**src/rtl/sparse_row_encoder_pkg.sv**
```systemverilog
// Shared constants and types for the sparse row encoder and its IND FIFO link.
package sparse_row_encoder_pkg;

   localparam int N   = 4;
   localparam int DW  = 16;
   localparam int IND = $clog2(N);

   typedef enum logic {
      IDLE = 1'b0,
      SCAN = 1'b1
   } enc_state_t;

   typedef struct packed {
      logic [DW-1:0]  val;
      logic [IND-1:0] ind;
      logic           ends;
   } ind_entry_t;

endpackage

```
**src/rtl/sparse_row_encoder_if.sv**
```systemverilog
// Dense-row input handshake plus the IND FIFO load port of one encoder.
interface sparse_row_encoder_if #(
   parameter int N   = sparse_row_encoder_pkg::N,
   parameter int DW  = sparse_row_encoder_pkg::DW,
   parameter int IND = sparse_row_encoder_pkg::IND
);
   // A row transfers on the rising edge where in_valid && in_ready; in_row is
   // sampled only then. load writes one entry per edge; stall asks the encoder
   // to hold off issuing further entries.
   logic            in_valid;
   logic            in_ready;
   logic [N*DW-1:0] in_row;
   logic            stall;
   logic            load;
   logic [DW-1:0]   load_vals;
   logic [IND-1:0]  load_inds;
   logic            load_ends;
   logic            row_done;

   modport master (
      input  in_valid, in_row, stall,
      output in_ready, load, load_vals, load_inds, load_ends, row_done
   );

   modport slave (
      output in_valid, in_row, stall,
      input  in_ready, load, load_vals, load_inds, load_ends, row_done
   );
endinterface

```
**src/rtl/sparse_row_encoder_lsb_priority_enc.sv**
```systemverilog
// Combinational lowest-set-bit finder; one_hot flags a single remaining bit.
module lsb_priority_enc #(
   parameter int N   = 4,
   parameter int IND = $clog2(N)
) (
   input  logic [N-1:0]   mask_i,
   output logic [IND-1:0] idx_o,
   output logic           any_o,
   output logic           one_hot_o
);
   always_comb begin
      idx_o = '0;
      for (int i = N - 1; i >= 0; i--) begin
         if (mask_i[i]) idx_o = IND'(i);
      end
   end

   assign any_o     = |mask_i;
   assign one_hot_o = any_o && ((mask_i & (mask_i - N'(1))) == '0);
endmodule

```
**src/rtl/sparse_row_encoder.sv**
```systemverilog
// Compresses one dense row per handshake into (value, index, end) IND FIFO entries.
// SPARSE_ENC_BACK2BACK_EN: accept the next row during the final entry (no bubble).
module sparse_row_encoder #(
   parameter int N   = sparse_row_encoder_pkg::N,
   parameter int DW  = sparse_row_encoder_pkg::DW,
   parameter int IND = $clog2(N)
) (
   input  logic                              CLK,
   input  logic                              nRST,
   sparse_row_encoder_if.master              bus,
   output sparse_row_encoder_pkg::enc_state_t dbg_state_o
);
   import sparse_row_encoder_pkg::*;

   enc_state_t      state_q;
   logic [N*DW-1:0] row_q;
   logic [N-1:0]    mask_q, mask_d;
   ind_entry_t      ent_q;
   logic            load_q, done_q;

   logic            accept, issue;
   logic [N*DW-1:0] src_row;
   logic [N-1:0]    new_mask, src_mask;
   logic [DW-1:0]   elem [N];
   logic [IND-1:0]  p;
   logic            any, last;

`ifdef SPARSE_ENC_BACK2BACK_EN
   assign bus.in_ready = nRST && ((state_q == IDLE) ||
                                  ((state_q == SCAN) && (mask_q == '0) && !bus.stall));
`else
   assign bus.in_ready = nRST && (state_q == IDLE);
`endif

   assign accept = bus.in_valid && bus.in_ready;

   // An all-zero row still needs a terminator, so it becomes a mask on element 0.
   always_comb begin
      new_mask = '0;
      for (int i = 0; i < N; i++) new_mask[i] = |bus.in_row[i*DW +: DW];
      if (new_mask == '0) new_mask = N'(1);
   end

   assign src_mask = accept ? new_mask : mask_q;
   assign src_row  = accept ? bus.in_row : row_q;

   for (genvar g = 0; g < N; g++) begin : g_elem
      assign elem[g] = src_row[g*DW +: DW];
   end

   lsb_priority_enc #(.N(N), .IND(IND)) u_pe (
      .mask_i    (src_mask),
      .idx_o     (p),
      .any_o     (any),
      .one_hot_o (last)
   );

   assign issue  = (accept || (state_q == SCAN)) && any && !bus.stall;
   assign mask_d = issue ? (src_mask & ~(N'(1) << p)) : src_mask;

   always_ff @(posedge CLK or negedge nRST) begin
      if (!nRST) begin
         state_q <= IDLE;
         row_q   <= '0;
         mask_q  <= '0;
         ent_q   <= '0;
         load_q  <= 1'b0;
         done_q  <= 1'b0;
      end else begin
         load_q <= issue;
         done_q <= issue && last;
         if (issue) ent_q <= '{val: elem[p], ind: p, ends: last};
         if (accept) begin
            row_q   <= bus.in_row;
            mask_q  <= mask_d;
            state_q <= SCAN;
         end else if (state_q == SCAN) begin
            mask_q <= mask_d;
            // Empty mask means the end entry is already on the outputs.
            if (!any) state_q <= IDLE;
         end
      end
   end

   assign bus.load      = load_q;
   assign bus.load_vals = ent_q.val;
   assign bus.load_inds = ent_q.ind;
   assign bus.load_ends = ent_q.ends;
   assign bus.row_done  = done_q;
   assign dbg_state_o   = state_q;
endmodule

```
**src/flat_wrapper.sv**
```systemverilog
// flat-port wrapper written by rule: the top's interface ports become plain ports
module sparse_row_encoder_flat import sparse_row_encoder_pkg::*;
#(
   parameter int N   = sparse_row_encoder_pkg::N,
   parameter int DW  = sparse_row_encoder_pkg::DW,
   parameter int IND = $clog2(N)
)
  (CLK, nRST, dbg_state_o, bus_in_valid, bus_in_row, bus_stall, bus_in_ready, bus_load, bus_load_vals, bus_load_inds, bus_load_ends, bus_row_done);
  sparse_row_encoder_if #(.N(N), .DW(DW), .IND(IND)) bus_i ();
  input  logic CLK;
  input  logic nRST;
  output sparse_row_encoder_pkg::enc_state_t dbg_state_o;
  input wire logic [$bits(bus_i.in_valid)-1:0] bus_in_valid;
  input wire logic [$bits(bus_i.in_row)-1:0] bus_in_row;
  input wire logic [$bits(bus_i.stall)-1:0] bus_stall;
  output wire logic [$bits(bus_i.in_ready)-1:0] bus_in_ready;
  output wire logic [$bits(bus_i.load)-1:0] bus_load;
  output wire logic [$bits(bus_i.load_vals)-1:0] bus_load_vals;
  output wire logic [$bits(bus_i.load_inds)-1:0] bus_load_inds;
  output wire logic [$bits(bus_i.load_ends)-1:0] bus_load_ends;
  output wire logic [$bits(bus_i.row_done)-1:0] bus_row_done;
  assign bus_i.in_valid = bus_in_valid;
  assign bus_i.in_row = bus_in_row;
  assign bus_i.stall = bus_stall;
  assign bus_in_ready = bus_i.in_ready;
  assign bus_load = bus_i.load;
  assign bus_load_vals = bus_i.load_vals;
  assign bus_load_inds = bus_i.load_inds;
  assign bus_load_ends = bus_i.load_ends;
  assign bus_row_done = bus_i.row_done;
  sparse_row_encoder #(.N(N), .DW(DW), .IND(IND)) u_core (.CLK(CLK), .nRST(nRST), .bus(bus_i), .dbg_state_o(dbg_state_o));
endmodule
```
**config.mk**
```make
export PLATFORM = sky130hd
export DESIGN_NAME = sparse_row_encoder_flat
export DESIGN_NICKNAME = d
export VERILOG_FILES = /design/src/rtl/sparse_row_encoder_pkg.sv /design/src/rtl/sparse_row_encoder_if.sv /design/src/rtl/sparse_row_encoder_lsb_priority_enc.sv /design/src/rtl/sparse_row_encoder.sv /design/src/flat_wrapper.sv
export SDC_FILE = /design/constraint.sdc
export NUM_CORES = 1
export LEC_CHECK = 0
export ABC_AREA = 1
export CAP_MARGIN = 20
export CORE_UTILIZATION = 30
export CTS_CLUSTER_DIAMETER = 120
export DETAILED_ROUTE_END_ITERATION = 10
export GPL_ROUTABILITY_DRIVEN = 0
export GPL_TIMING_DRIVEN = 0
export HOLD_SLACK_MARGIN = 0.02
export PLACE_DENSITY = 0.51
export SYNTH_ARGS = -nofsm -noshare
export SYNTH_HDL_FRONTEND = slang
export SYNTH_HIERARCHICAL = 1
export SYNTH_SLANG_ARGS = --single-unit
```
**constraint.sdc**
```tcl
create_clock -name CLK -period 2.9 [get_ports CLK]
set_input_delay 0.29 -clock CLK [delete_from_list [all_inputs] [get_ports CLK]]
set_output_delay 0.29 -clock CLK [all_outputs]
set_load 0.03 [all_outputs]
```
# [Word-level counts from Yosys, hierarchy flattened]
# Index checks and enable logic that the tools add are counted.
[word_totals] reg_bits=90 in_bits=68 output_inout_bits=23 word_cells=48
[op_classes] n_addsub=1 magnitude_cmp=1 n_shift=1 muxes=16 n_bitwise=5 reduce_logical=16
[op_table] operator="$mux W64" count=1
[op_table] operator="$reduce_or A16 Y1" count=4
[op_table] operator="$bmux W16 S2" count=1
[op_table] operator="$mux W16" count=2
[op_table] operator="$mux W4" count=5
[op_table] operator="$and A4 B4 Y4" count=2
[op_table] operator="$logic_not A4 Y1" count=2
[op_table] operator="$mux W2" count=4
[op_table] operator="$logic_and A1 B1 Y1" count=6
[op_table] operator="$not A4 Y4" count=1
[op_table] operator="$reduce_or A4 Y1" count=1
[op_table] operator="$shl A1 B2 Y4 const A" count=1
[op_table] operator="$sub A4 B1 Y4 const B" count=1
[op_table] operator="$ge A3 B3 Y1 const B" count=1
[op_table] operator="$mux W1" count=3
[op_table] operator="$not A2 Y3" count=1
[op_table] operator="$reduce_bool A2 Y1" count=1
[op_table] operator="$logic_not A1 Y1" count=1
[op_table] operator="$logic_or A1 B1 Y1" count=1
[op_table] operator="$not A1 Y1" count=1

# [Depth between registers and ports, before layout]
[logic_depth] depth_word=14 depth_mapped=18 ltp_nobuf=16

# [Modules after synthesis]
# Netlist, hierarchy kept.
[modules_own_cells] mod="sparse_row_encoder" n_inst=1 cells_per_inst=546 area_per_inst_um2=4204.0 seq_area_each_um2=2252.2
[modules_own_cells] mod="lsb_priority_enc" n_inst=1 cells_per_inst=17 area_per_inst_um2=70.1 seq_area_each_um2=0.0

# [Worst setup path after synthesis]
# OpenSTA, ideal clock, no wires.
[synth_timing] kind="reg2reg" start="register u_core.state_q, in the netlist u_core/dbg_state_o" end="register u_core.ent_q (netlist bit u_core/bus.load_vals[0])" setup_ps=127 t_arrival_ps=2443 required_time_ps=2773 setup_slack_ps=330 stages_incl_launch_ff=16 path_buffers=3 period_less_slack_ps=2570 path_cell_list="dfrtp_1 -> inv_2 -> nand3_2 -> inv_2 -> buf_2 -> or2_2 -> o21ai_0 -> inv_1 -> inv_1 -> nand2_1 -> a21oi_1 -> buf_2 -> buf_1 -> nand3_1 -> nand3_1 -> nand3_1"
[synth_via] word_cells_on_any_way=17 classes_between="mux (9); bitwise (2); reduce/logical (6)"
[synth_rtl] item="start, declared" line_no="sparse_row_encoder.sv:15" text="enc_state_t state_q;"
[synth_rtl] item="start signal, assigned" line_no="sparse_row_encoder.sv:63" text="state_q <= IDLE;"
[synth_rtl] item="start signal, assigned" line_no="sparse_row_encoder.sv:76" text="state_q <= SCAN;"
[synth_rtl] item="start signal, assigned" line_no="sparse_row_encoder.sv:80" text="if (!any) state_q <= IDLE;"
[synth_rtl] item="$not A1 Y1" line_no="sparse_row_encoder.sv:32" text="assign bus.in_ready = nRST && (state_q == IDLE);"
[synth_rtl] item="$logic_and A1 B1 Y1" line_no="sparse_row_encoder.sv:32"
[synth_rtl] item="$logic_and A1 B1 Y1" line_no="sparse_row_encoder.sv:35" text="assign accept = bus.in_valid && bus.in_ready;"
[synth_rtl] item="$mux W4" line_no="sparse_row_encoder.sv:44" text="assign src_mask = accept ? new_mask : mask_q;"
[synth_rtl] item="via u_core.src_mask[2]" line_no="sparse_row_encoder.sv:23" text="logic [N-1:0] new_mask, src_mask;"
[synth_rtl] item="$mux W2 (3 in series)" line_no="sparse_row_encoder_lsb_priority_enc.sv:14" text="if (mask_i[i]) idx_o = IND'(i);"
[synth_rtl] item="via u_core.p[0]" line_no="sparse_row_encoder.sv:25" text="logic [IND-1:0] p;"
[synth_rtl] item="$not A2 Y3 (not written as such)" line_no="sparse_row_encoder.sv:72" text="if (issue) ent_q <= '{val: elem[p], ind: p, ends: last};"
[synth_rtl] item="$bmux W16 S2" line_no="sparse_row_encoder.sv:72"
[synth_rtl] item="$mux W16 (not written as such) (2 in series)" line_no="sparse_row_encoder.sv:72"
[synth_rtl] item="end signal, assigned" line_no="sparse_row_encoder.sv:72"
[synth_rtl] item="end, declared" line_no="sparse_row_encoder.sv:18" text="ind_entry_t ent_q;"
# The timed path passes the listed nets, and every way through them passes these cells. The select of a mux whose other input is x is not followed.
# A chain may end at the register's enable or synchronous reset.

# [Worst setup path in the final report]
[layout_timing] start="input bus_in_valid" end="register u_core.ent_q (netlist bit u_core/bus.load_vals[11])"
[layout_via] word_cells_on_any_way=15 classes_between="mux (9); bitwise (1); reduce/logical (5)"
[layout_rtl] item="start, declared" line_no="flat_wrapper.sv:13" text="input wire logic [$bits(bus_i.in_valid)-1:0] bus_in_valid;"
[layout_rtl] item="$logic_and A1 B1 Y1" line_no="sparse_row_encoder.sv:35"
[layout_rtl] item="$mux W4" line_no="sparse_row_encoder.sv:44"
[layout_rtl] item="via u_core.src_mask[2]" line_no="sparse_row_encoder.sv:23"
[layout_rtl] item="$mux W2 (3 in series)" line_no="sparse_row_encoder_lsb_priority_enc.sv:14"
[layout_rtl] item="via u_core.p[0]" line_no="sparse_row_encoder.sv:25"
[layout_rtl] item="$not A2 Y3 (not written as such)" line_no="sparse_row_encoder.sv:72"
[layout_rtl] item="$bmux W16 S2" line_no="sparse_row_encoder.sv:72"
[layout_rtl] item="$mux W16 (not written as such) (2 in series)" line_no="sparse_row_encoder.sv:72"
# The timed path passes the listed nets, and every way through them passes these cells. The select of a mux whose other input is x is not followed.

==> results.tsv <==
stage	metric	value	unit
cts	Root Buffer	clkbuf_16	
sta	Fin Clk Skew	0.00717	ns
cells_and_area	diode count	0	
floorplan	Die ar.	14700	um2
setup_path	WS Path Type	in2reg	
sta	Slew Viols, Final	0	
sta	Max Clk Rate	365	MHz
setup_path	critical path's largest stage delay	0.51	ns
detailed_routing	initial drt markers	284	
cells_and_area	Final #Nets	742	
sta	RSZ-0062 raised after global routing	no	
sta	Period minus WS final	2.74	ns
logic_synthesis	xor/xnor share of the synthesized area	0	%
detailed_routing	drt drc	0	
detailed_routing	Routed Antenna Nets	0	
detailed_routing	Total Wirelength	12900	um
cells_and_area	Fillers	1377	
logic_synthesis	proportion of synthesized area in mux cells	0	%
global_routing	vias in the first global route	3747	
cells_and_area	area delta synth->final	37.8	%
logic_synthesis	synth unique cells	24	
logic_synthesis	Post-synth top cells	nand2_1, dfrtp_1, nor2_1	
cts	clk slew on worst S/H paths	0.06	ns
setup_path	CP required	3.18	ns
cells_and_area	share of cells above drive strength 1	9.57	%
cts	TritonCTS buffer count	9	
logic_synthesis	Post-Synth Simple-Gate Area	33.1	%
setup_path	Critical-path top delay cell	clkdlybuf4s50_1	
sta	Final Hold Fails	0	
setup_path	Max FO, Critical Path	10	
detailed_routing	drt via density	4.56	
power_and_ir_drop	Peak VDD IR	0.345	mV
placed_design	Place WS	-1.04	ns
cts	worst skew pair latency	0.34	ns
floorplan	FP Rows	43	
setup_path	CP Capture Type	register	
sta	Final period util	94.4	%
global_routing	largest net degree at the start of global routing	46	
power_and_ir_drop	Pleak	2.95	nW
detailed_routing	Via Count	3920	
power_and_ir_drop	Net Sw Power	2.29	mW
logic_synthesis	area share of the largest cell type after synthesis	52.7	%
logic_synthesis	Post-synth top flop	dfrtp_1	
logic_synthesis	post-synthesis compound-gate area fraction	5.88	%
power_and_ir_drop	clock power share	19.5	%
outcome	status	finished clean	
setup_path	Worst EP arrival	3.01	ns
logic_synthesis	Post-Synth Adder-Cell Area	0	%
logic_synthesis	Netlist Area Pre-Place	4270	um2
logic_synthesis	synthesis-stage register bit count	90	
sta	Rel. slew slack	74.6	%
power_and_ir_drop	P per Cell Area	968	nW/um2
cts	clk sink count	90	
min_path	Hold Crit Class	in2reg	
setup_path	most frequent CP cell	nand3_1	
power_and_ir_drop	Logic pwr share	44.9	%
cts	H-tree depth	3	
global_routing	total gr overflow	0	
global_routing	initial antenna violation count	0	
floorplan	# IOs	91	
logic_synthesis	Yosys Warn Count	6	
floorplan	Placeable Area	13900	um2
cts	CTS tree	yes	
logic_synthesis	Mapped Nets	631	
power_and_ir_drop	Seq pwr share	35.6	%
cts	CTS max path bufs	2	
logic_synthesis	number of flops mapped to enable cells by yosys	0	
global_routing	GRT Util Overall	18.4	%
job	maxcap violations	0	
sta	final setup fails	0	
placed_design	post-detail-place hpwl	9410	um
logic_synthesis	FFs w/ async S/R, synth	100	%
sta	Worst Hold Margin	0.428	ns
logic_synthesis	Mean Syn Cell Area	7.59	um2
logic_synthesis	Post-Syn Instances	563	
setup_path	crit start category	input pin	
power_and_ir_drop	switch share	40.1	%
detailed_routing	drt wl/cell	15.0	um
global_routing	first-pass GRT wire length	20100	um
logic_synthesis	post-synthesis sequential area ratio	52.7	%
floorplan	die width	121	um
setup_path	CP cell instances	clkdlybuf4s50_1, nand3_2, buf_6, buf_2, o21ai_1, inv_1, inv_1, nand2_1, a21oi_2, buf_4, inv_2, buf_2, nand3_1, nand3_1, nand3_1	
logic_synthesis	synth top area cells	dfrtp_1, nand2_1, nand3_1	
sta	worst-margin pin slew	0.382	ns
power_and_ir_drop	Internal Power	3.42	mW
floorplan	Starting Density	30.8	%
logic_synthesis	largest family of logic cells by synthesized area	simple AND/OR/NAND/NOR gates	
floorplan	Die H	121	um
detailed_routing	drt pass-1 iters	5	
sta	setup ws final	0.163	ns
logic_synthesis	Synth area leader	dfrtp_1	
placed_design	I/O Buffers	90	
logic_synthesis	most frequent cell after synthesis	nand2_1	
## cell families after synthesis
logic type	Yosys count
AOI/OAI and AO/OA	49
buffers and inverters	78
DFF	90
and+or+nand+nor	346
## metal layers
metal | GRT usage [%] | up-vias | wire length [um]
li1 | - | 1955 | -
met1 | 26.2 | 1839 | 6210
met2 | 28.4 | 114 | 5810
met3 | 2.82 | 12 | 715
met4 | 6.25 | 0 | 165
met5 | 0 | - | 0
## critical path, delay by kind of cell
family	cells	cell delay (ns)
buf+inv	8	1.64
simple gates	5	0.63
compound gates	2	0.45
## power groups by stage
| stage | registers, mW | clock network (mW) | logic, mW |
|---|---|---|---|
| floorplan | 2.27 | 0 | 1.38 |
| global placement | 2.04 | 0 | 2.44 |
| detailed placement | 2.05 | 0 | 2.47 |
| CTS | 2.03 | 1.15 | 2.52 |
| global route | 2.08 | 1.20 | 2.83 |
| finish | 2.03 | 1.11 | 2.56 |
## placed cells by master (no fill, tap or decap), types with 2 or more instances in the layout
cell             instances
buf_16                   3
o21ai_0                  8
clkdlybuf4s50_1         89
nor2_1                  57
inv_2                    5
clkinv_4                 2
nor2_4                   2
buf_4                   10
dfrtp_1                 89
nand3_1                 47
buf_2                    9
dlygate4sd3_1            3
a21oi_2                  2
buf_6                    4
o21ai_1                 19
nand2_2                  3
clkbuf_16                9
nor2_2                   2
inv_1                   50
or2_2                    2
a21oi_1                 19
nand2_1                229
## layout make-up
cell class / instances / area, um2 / share of cell area [%]
sequential: 90 / 2250 / 38.3
multi-input combinational: 395 / 1670 / 28.4
timing repair buffer: 100 / 1090 / 18.4
clock buffer: 11 / 243 / 4.12
tap: 180 / 225 / 3.82
inverter: 56 / 213 / 3.61
buffer: 22 / 158 / 2.68
clock inverter: 5 / 38.8 / 0.659
## flip-flops by register name, summed over array words and instances, names as in the netlist
signal,count
u_core/dbg_state_o,1
u_core/mask_q,4
u_core/bus.row_done,1
u_core/bus.load_ends,1
u_core/bus.load_vals,16
u_core/row_q,64
u_core/bus.load,1
u_core/bus.load_inds,2
## repair_timing
item | in CTS | in global routing
endpoints found under the setup margin | 22 | 17
setup buffers | 0 | 2
gates resized for setup | 7 | 9
hold buffers | 5 | 0
pin swaps | 0 | 1
gates cloned | 1 | 0
hold endpoints to repair | 45 | 0
## stage by stage
step | instance area (um2) | power (mW) | std cells | TNS [ns] | utilization [%]
6_report | 5890 | 5.70 | 859 | 0 | 42.4
2_1_floorplan | 4270 | 3.65 | 563 | 0 | -
4_1_cts | 5850 | 5.70 | 856 | 0 | 42.1
5_1_grt | 5890 | 6.12 | 859 | 0 | 42.4
3_3_place_gp | 5400 | 4.48 | 833 | -440.96 | 38.9
3_5_place_dp | 5430 | 4.52 | 834 | -17.48 | 39.1
## path summary, 6_finish.rpt
kind	startpoint	end	slack, ns	cells after the start
hold / removal	nRST	u_core/mask_q[0]	0.43	5
min in group asynchronous	nRST	u_core/row_q[40]	0.48	3
hold reg to reg	u_core/row_q[11]	u_core/row_q[11]	0.48	2
max in group asynchronous	nRST	u_core/dbg_state_o	1.99	4
setup reg to reg	u_core/dbg_state_o	u_core/bus.load_vals[11]	0.16	16
setup / recovery	bus_in_valid	u_core/bus.load_vals[11]	0.16	15
Note: power is estimated with default switching activity, not from simulation.
